<file path="config.mk">
export PLATFORM = sky130hd
export DESIGN_NAME = oai_activity_pipe
export DESIGN_NICKNAME = d
export VERILOG_FILES = /design/src/rtl/oai_pkg.sv /design/src/rtl/oai_grp_eval.sv /design/src/rtl/oai_activity_pipe.sv
export SDC_FILE = /design/constraint.sdc
export NUM_CORES = 1
export LEC_CHECK = 0
export ABC_AREA = 0
export BUFFER_PORTS_ARGS = -buffer_cell sky130_fd_sc_hd__buf_2
export CAP_MARGIN = 25
export CORE_ASPECT_RATIO = 1.2
export CORE_MARGIN = 5
export CORE_UTILIZATION = 50
export DETAILED_ROUTE_END_ITERATION = 12
export HOLD_SLACK_MARGIN = 0.08
export PLACE_DENSITY = 0.75
export SKIP_CTS_REPAIR_TIMING = 1
export SYNTH_ARGS = -nofsm -noshare
export SYNTH_HDL_FRONTEND = slang
export SYNTH_SLANG_ARGS = --single-unit
</file>
<file path="constraint.sdc">
create_clock -name CLK -period 2.4 [get_ports CLK]
set_input_delay 0.36 -clock CLK [delete_from_list [all_inputs] [get_ports CLK]]
set_output_delay 0.36 -clock CLK [all_outputs]
set_load 0.1 [all_outputs]
</file>
<file path="src/rtl/oai_pkg.sv">
// rtl/oai_pkg.sv - shared encodings, reset constant and parameter check for the OAI activity pipe
package oai_pkg;

    localparam logic MODE_OAI = 1'b0;
    localparam logic MODE_AOI = 1'b1;

    // Pipeline data reset value: the OAI result of all-zero inputs.
    localparam logic QN_RST = 1'b1;

    function automatic bit params_ok(input int stages, input int ngrp, input int gw);
        return (stages >= 1) && (stages <= 4) && (ngrp >= 2) && (gw >= 2);
    endfunction

endpackage

</file>
<file path="src/rtl/oai_grp_eval.sv">
// rtl/oai_grp_eval.sv - one channel of NGRP x GW OR-AND-INVERT / AND-OR-INVERT evaluation
//
// Ports:
//   mode    - MODE_OAI: OR within group, NAND across groups; MODE_AOI: AND within group, NOR across groups
//   grp_in  - group g, input i at grp_in[g*GW + i]
//   qn      - combinational result
module oai_grp_eval
    import oai_pkg::*;
#(
    parameter int NGRP = 3,
    parameter int GW   = 2
) (
    input  logic                 mode,
    input  logic [NGRP*GW-1:0]   grp_in,
    output logic                 qn
);

    logic [NGRP-1:0] grp_or;
    logic [NGRP-1:0] grp_and;

    always_comb begin
        grp_or  = '0;
        grp_and = '0;
        for (int g = 0; g < NGRP; g++) begin
            grp_or[g]  = |grp_in[g*GW +: GW];
            grp_and[g] = &grp_in[g*GW +: GW];
        end
    end

    assign qn = (mode == MODE_AOI) ? ~|grp_and : ~&grp_or;

endmodule

</file>
<file path="src/rtl/oai_activity_pipe.sv">
// rtl/oai_activity_pipe.sv - NCH-channel registered OAI/AOI pipeline with per-channel saturating toggle counters
//
// Ports:
//   CLK, RSTB       - rising-edge clock, asynchronous active-low reset
//   EN              - advances pipeline and counters; 0 freezes them (CNT_CLR still acts)
//   MODE, IN, IN_VLD- operands sampled at stage 0; channel c group g input i at IN[c*NGRP*GW + g*GW + i]
//   QN, QN_VLD      - last pipeline stage
//   CNT_CLR         - synchronous clear of toggle counters, saturation flags and last-valid bits
//   TOG_CNT         - channel c toggle count at [c*CNTW +: CNTW]
//   CNT_SAT         - sticky per-channel saturation flag
module oai_activity_pipe
    import oai_pkg::*;
#(
    parameter int NCH    = 4,
    parameter int NGRP   = 3,
    parameter int GW     = 2,
    parameter int STAGES = 1,
    parameter int CNTW   = 16
) (
    input  logic                 CLK,
    input  logic                 RSTB,
    input  logic                 EN,
    input  logic                 MODE,
    input  logic [NCH*NGRP*GW-1:0] IN,
    input  logic                 IN_VLD,
    output logic [NCH-1:0]       QN,
    output logic                 QN_VLD,
    input  logic                 CNT_CLR,
    output logic [NCH*CNTW-1:0]  TOG_CNT,
    output logic [NCH-1:0]       CNT_SAT
);

    if (!params_ok(STAGES, NGRP, GW)) begin : g_bad_params
        $error("oai_activity_pipe: STAGES must be 1..4 and NGRP, GW at least 2");
    end

    localparam logic [CNTW-1:0] CNT_MAX = '1;

    logic [NCH-1:0] f_now;

    for (genvar c = 0; c < NCH; c++) begin : g_eval
        oai_grp_eval #(
            .NGRP (NGRP),
            .GW   (GW)
        ) u_eval (
            .mode   (MODE),
            .grp_in (IN[c*NGRP*GW +: NGRP*GW]),
            .qn     (f_now[c])
        );
    end

    logic [NCH-1:0]    pipe_data [STAGES];
    logic [STAGES-1:0] pipe_vld;
    logic [NCH-1:0]    nxt_data  [STAGES];
    logic [STAGES-1:0] nxt_vld;

    // A bubble keeps the previous stage-0 data so QN never shows a meaningless value.
    always_comb begin
        nxt_vld     = '0;
        nxt_data[0] = IN_VLD ? f_now : pipe_data[0];
        nxt_vld[0]  = IN_VLD;
        for (int k = 1; k < STAGES; k++) begin
            nxt_data[k] = pipe_data[k-1];
            nxt_vld[k]  = pipe_vld[k-1];
        end
    end

    always_ff @(posedge CLK or negedge RSTB) begin
        if (!RSTB) begin
            for (int k = 0; k < STAGES; k++) begin
                pipe_data[k] <= {NCH{QN_RST}};
            end
            pipe_vld <= '0;
        end else if (EN) begin
            for (int k = 0; k < STAGES; k++) begin
                pipe_data[k] <= nxt_data[k];
            end
            pipe_vld <= nxt_vld;
        end
    end

    assign QN     = pipe_data[STAGES-1];
    assign QN_VLD = pipe_vld[STAGES-1];

    // Counting looks at what the last stage is about to capture, so a result
    // is counted exactly once, on the edge it arrives at QN.
    logic [NCH-1:0] arr_data;
    logic           arr_vld;

    assign arr_data = nxt_data[STAGES-1];
    assign arr_vld  = EN && nxt_vld[STAGES-1];

    for (genvar c = 0; c < NCH; c++) begin : g_cnt
        logic [CNTW-1:0] cnt;
        logic            sat;
        logic            last_q;

        always_ff @(posedge CLK or negedge RSTB) begin
            if (!RSTB) begin
                cnt    <= '0;
                sat    <= 1'b0;
                last_q <= QN_RST;
            end else if (CNT_CLR) begin
                cnt    <= '0;
                sat    <= 1'b0;
                last_q <= QN_RST;
            end else if (arr_vld) begin
                if ((arr_data[c] != last_q) && (cnt != CNT_MAX)) begin
                    cnt <= cnt + 1'b1;
                    if (cnt == CNT_MAX - 1'b1) begin
                        sat <= 1'b1;
                    end
                end
                last_q <= arr_data[c];
            end
        end

        assign TOG_CNT[c*CNTW +: CNTW] = cnt;
        assign CNT_SAT[c]              = sat;
    end

endmodule

</file>
==> flow_summary.json <==
{
  "status": "completed",
  "totalWireLength_um": 11000,
  "grt_max_degree": 75,
  "drive_gt1_frac": 0.341,
  "synth-async-reset-ratio": 1.00,
  "netlist.area_leader.share": 0.385,
  "nFillCells": 779,
  "initial_antenna_violation_count": 0,
  "pwr_density_cell_mw_per_mm2": 524,
  "clock_tree.htree_level_count": 3,
  "dieWidth_um": 96.5,
  "final.period_utilization": 0.926,
  "num_vias": 4041,
  "power_switching_mw": 0.842,
  "numClockSinks": 77,
  "synth-edff-count": 0,
  "vdd_drop_max_mv": 0.276,
  "finalNetCount": 620,
  "max_clock_freq_ghz": 0.450,
  "crit_chain": "ha_1 > nand4_1 > o2111ai_4 > nor4_2 > a21oi_1 > o21ba_2",
  "die_height_um": 114,
  "p_leak_nw": 2.49,
  "placementRows": 38,
  "combinationalPowerShare": 0.156,
  "hpwl_um": 7870,
  "critical_path.endpoint_type": "flip-flop",
  "crit_path_max_incr_delay_ns": 0.61,
  "ctsRootBufferMaster": "clkbuf_8",
  "grt_overflow": 0,
  "timing.critical_path.required_ns": 2.65,
  "fp.dieArea_mm2": 0.0110,
  "number_of_buffers_inserted_during_clock_tree_synthesis": 9,
  "avg_synthesized_cell_area_um2": 9.45,
  "part_of_the_total_power_dissipated_in_sequential_elements": 0.478,
  "dr.pass1.iters": 4,
  "worstHoldPathType": "in2async",
  "clock_power_share": 0.366,
  "yosys.area.top_type": "dfrtp_1",
  "critical_path.max_fanout": 8,
  "switching_share_of_power": 0.295,
  "setup-violations-final": 0,
  "gpl_congestion": 0.880,
  "synth_sequential_area_ratio": 0.431,
  "grt_use_total": 0.214,
  "kind_of_start_point_of_the_critical_path": "flip-flop",
  "detail_route.wl_per_cell_um": 15.6,
  "maxSlewHeadroom": 0.483,
  "path_clk_slew_ns": 0.08,
  "floorplan.initialDensity": 0.505,
  "remaining_drc_errors": 0,
  "ant_nets": 0,
  "cts_tree": "built",
  "synthCells": 475,
  "synth_area_leaders": "dfrtp_1 (38%), nor2_1 (5.8%), xor2_1 (5.5%), dfstp_2 (4.7%), nand4_1 (3.9%)",
  "clock_insertion_delay_worst_skew_ns": 0.36,
  "grt_first_pass_wirelength_um": 18800,
  "crit_slowest_cell": "nor4_2",
  "timing.setup.tns_ns": 0,
  "diodes": 0,
  "totalPowerFinal_mw": 2.85,
  "cts_max_path_buffers": 2,
  "drv_cap": 0,
  "finalCoreUtilization": 0.613,
  "setup_repair_after_global_routing_missed_its_margin": "false",
  "worst_setup_skew_after_layout_ns": 0.00721,
  "io_pins": 103,
  "final.min_clock_period_ns": 2.22,
  "worst_setup_path_category": "reg2reg",
  "avgViaCountPerCell": 5.72,
  "slew_viol_final": 0,
  "yosysWarningCount": 0,
  "synthToLayoutAreaGrowth_pct": 21.3,
  "floorplan.core_area_mm2": 0.00889,
  "synth.cell_area_mm2": 0.00449,
  "synth_common_cells": "dfrtp_1 (69), nor2_1 (69), nand4_1 (28), xor2_1 (28), nand3_1 (23)",
  "power_report.internal_total_mw": 2.01,
  "drt_iter0_drc": 165,
  "ys_dominant_reg_cell": "dfrtp_1",
  "timing.critical_path.arrival_ns": 2.47,
  "yosys_register_bits": 77,
  "numPortBuffers": 102,
  "hold_viol_final": 0,
  "worstMarginPinSlew_ns": 0.769,
  "mappedNetlistNets": 513,
  "ys_types": 61,
  "vias_in_the_first_global_route": 4026
}
==> final cells by class <==
type	count	area [um^2]	share of cell area
Multi-Input combinational cell	357	2360	0.433
Sequential cell	77	1980	0.363
Clock inverter	4	45.0	0.00827
Clock buffer	12	165	0.0303
Tap cell	120	150	0.0276
Inverter	17	63.8	0.0117
Timing Repair Buffer	120	683	0.125
==> path summary, 6_finish.rpt <==
path                            startpoint               end  slack [ns]  depth (start not counted)
max in group asynchronous             RSTB             QN[2]        1.31                          4
hold / removal                        RSTB   g_cnt[0].cnt[4]        0.34                          2
setup / recovery           g_cnt[2].cnt[0]  g_cnt[2].cnt[15]        0.18                          6
setup reg to reg           g_cnt[2].cnt[0]  g_cnt[2].cnt[15]        0.18                          6
min in group CLK                        EN            QN_VLD        0.35                          3
hold reg to reg               g_cnt[0].sat      g_cnt[0].sat        0.50                          2
==> placed cells by master (no fill, tap or decap), types with 4 or more instances in the layout <==
| cell type | synthesis | final |
|---|---|---|
| mux2_2 | 7 | 7 |
| xnor2_1 | 12 | 12 |
| inv_1 | 17 | 17 |
| nor2b_1 | 6 | 6 |
| o31ai_1 | 7 | 7 |
| and3_1 | 16 | 16 |
| dfstp_2 | 8 | 8 |
| buf_2 | 8 | 101 |
| nand3_1 | 23 | 23 |
| a21o_1 | 5 | 5 |
| and4_1 | 8 | 8 |
| or3_1 | 5 | 5 |
| dfrtp_2 | 0 | 34 |
| nor4_1 | 6 | 6 |
| and2_1 | 8 | 8 |
| nand2_1 | 16 | 16 |
| o21ai_0 | 6 | 6 |
| nand2b_1 | 6 | 6 |
| nand4b_1 | 5 | 5 |
| nor2_1 | 69 | 69 |
| xor2_1 | 28 | 28 |
| dfrtp_1 | 69 | 35 |
| buf_4 | 4 | 16 |
| clkbuf_8 | 0 | 12 |
| ha_1 | 8 | 8 |
| or4_1 | 10 | 10 |
| a21oi_1 | 20 | 20 |
| nand4_1 | 28 | 28 |
| nor3_1 | 7 | 7 |
| o22ai_1 | 4 | 4 |
==> cells by family (layout without fill, tap and decap cells) <==
| family | Yosys count | count (layout) | synth area share |
|---|---|---|---|
| buffers and inverters | 41 | 153 | 0.0432 |
| flip-flops | 77 | 77 | 0.431 |
| multiplexers | 8 | 8 | 0.0201 |
| AND/OR/NAND/NOR | 229 | 229 | 0.284 |
| adder cells (fa/ha/maj) | 8 | 8 | 0.0223 |
| XOR/XNOR | 40 | 40 | 0.0780 |
| AO/OA/AOI/OAI | 72 | 72 | 0.121 |
==> registers in the layout, summed over array words and instances (netlist names) <==
register / cells
g_cnt.cnt: 64
QN: 4
g_cnt.last_q: 4
g_cnt.sat: 4
QN_VLD: 1
==> routing by layer <==
layer  routed length (um)  part of all wire  GRT usage
met4                  168             0.015     0.0674
met1                 4600              0.42      0.273
met2                 5470              0.50      0.351
met5                    0                 0          0
met3                  767             0.070     0.0594
==> power by group through the flow <==
| stage | Sequential [mW] | Combinational (mW) | Clock [mW] |
|---|---|---|---|
| after floorplan | 1.55 | 0.153 | 0 |
| after global placement | 1.39 | 0.434 | 0 |
| after detailed placement | 1.39 | 0.442 | 0 |
| after CTS | 1.36 | 0.444 | 1.07 |
| final | 1.36 | 0.446 | 1.04 |
| after global routing | 1.37 | 0.483 | 1.12 |
==> critical path: cells and delay by family, from the launching register on <==
family	cells	cell delay [ns]
AO/OA/AOI/OAI	3	0.57
AND/OR/NAND/NOR	2	0.80
flip-flops	1	0.47
adder cells (fa/ha/maj)	1	0.26
==> per-stage QoR <==
stage / setup slack, ns / cell area [um^2] / instances / hold WS, ns
detailed placement: 0.0894 / 5200 / 689 / 0.483
floorplan: -0.00588 / 4530 / 475 / 0.0644
CTS: 0.175 / 5410 / 705 / 0.187
global route: 0.00775 / 5450 / 707 / 0.333
finish: 0.177 / 5450 / 707 / 0.340
global placement: 0.126 / 5200 / 689 / 0.479
Power figures use the tool's default switching activity.
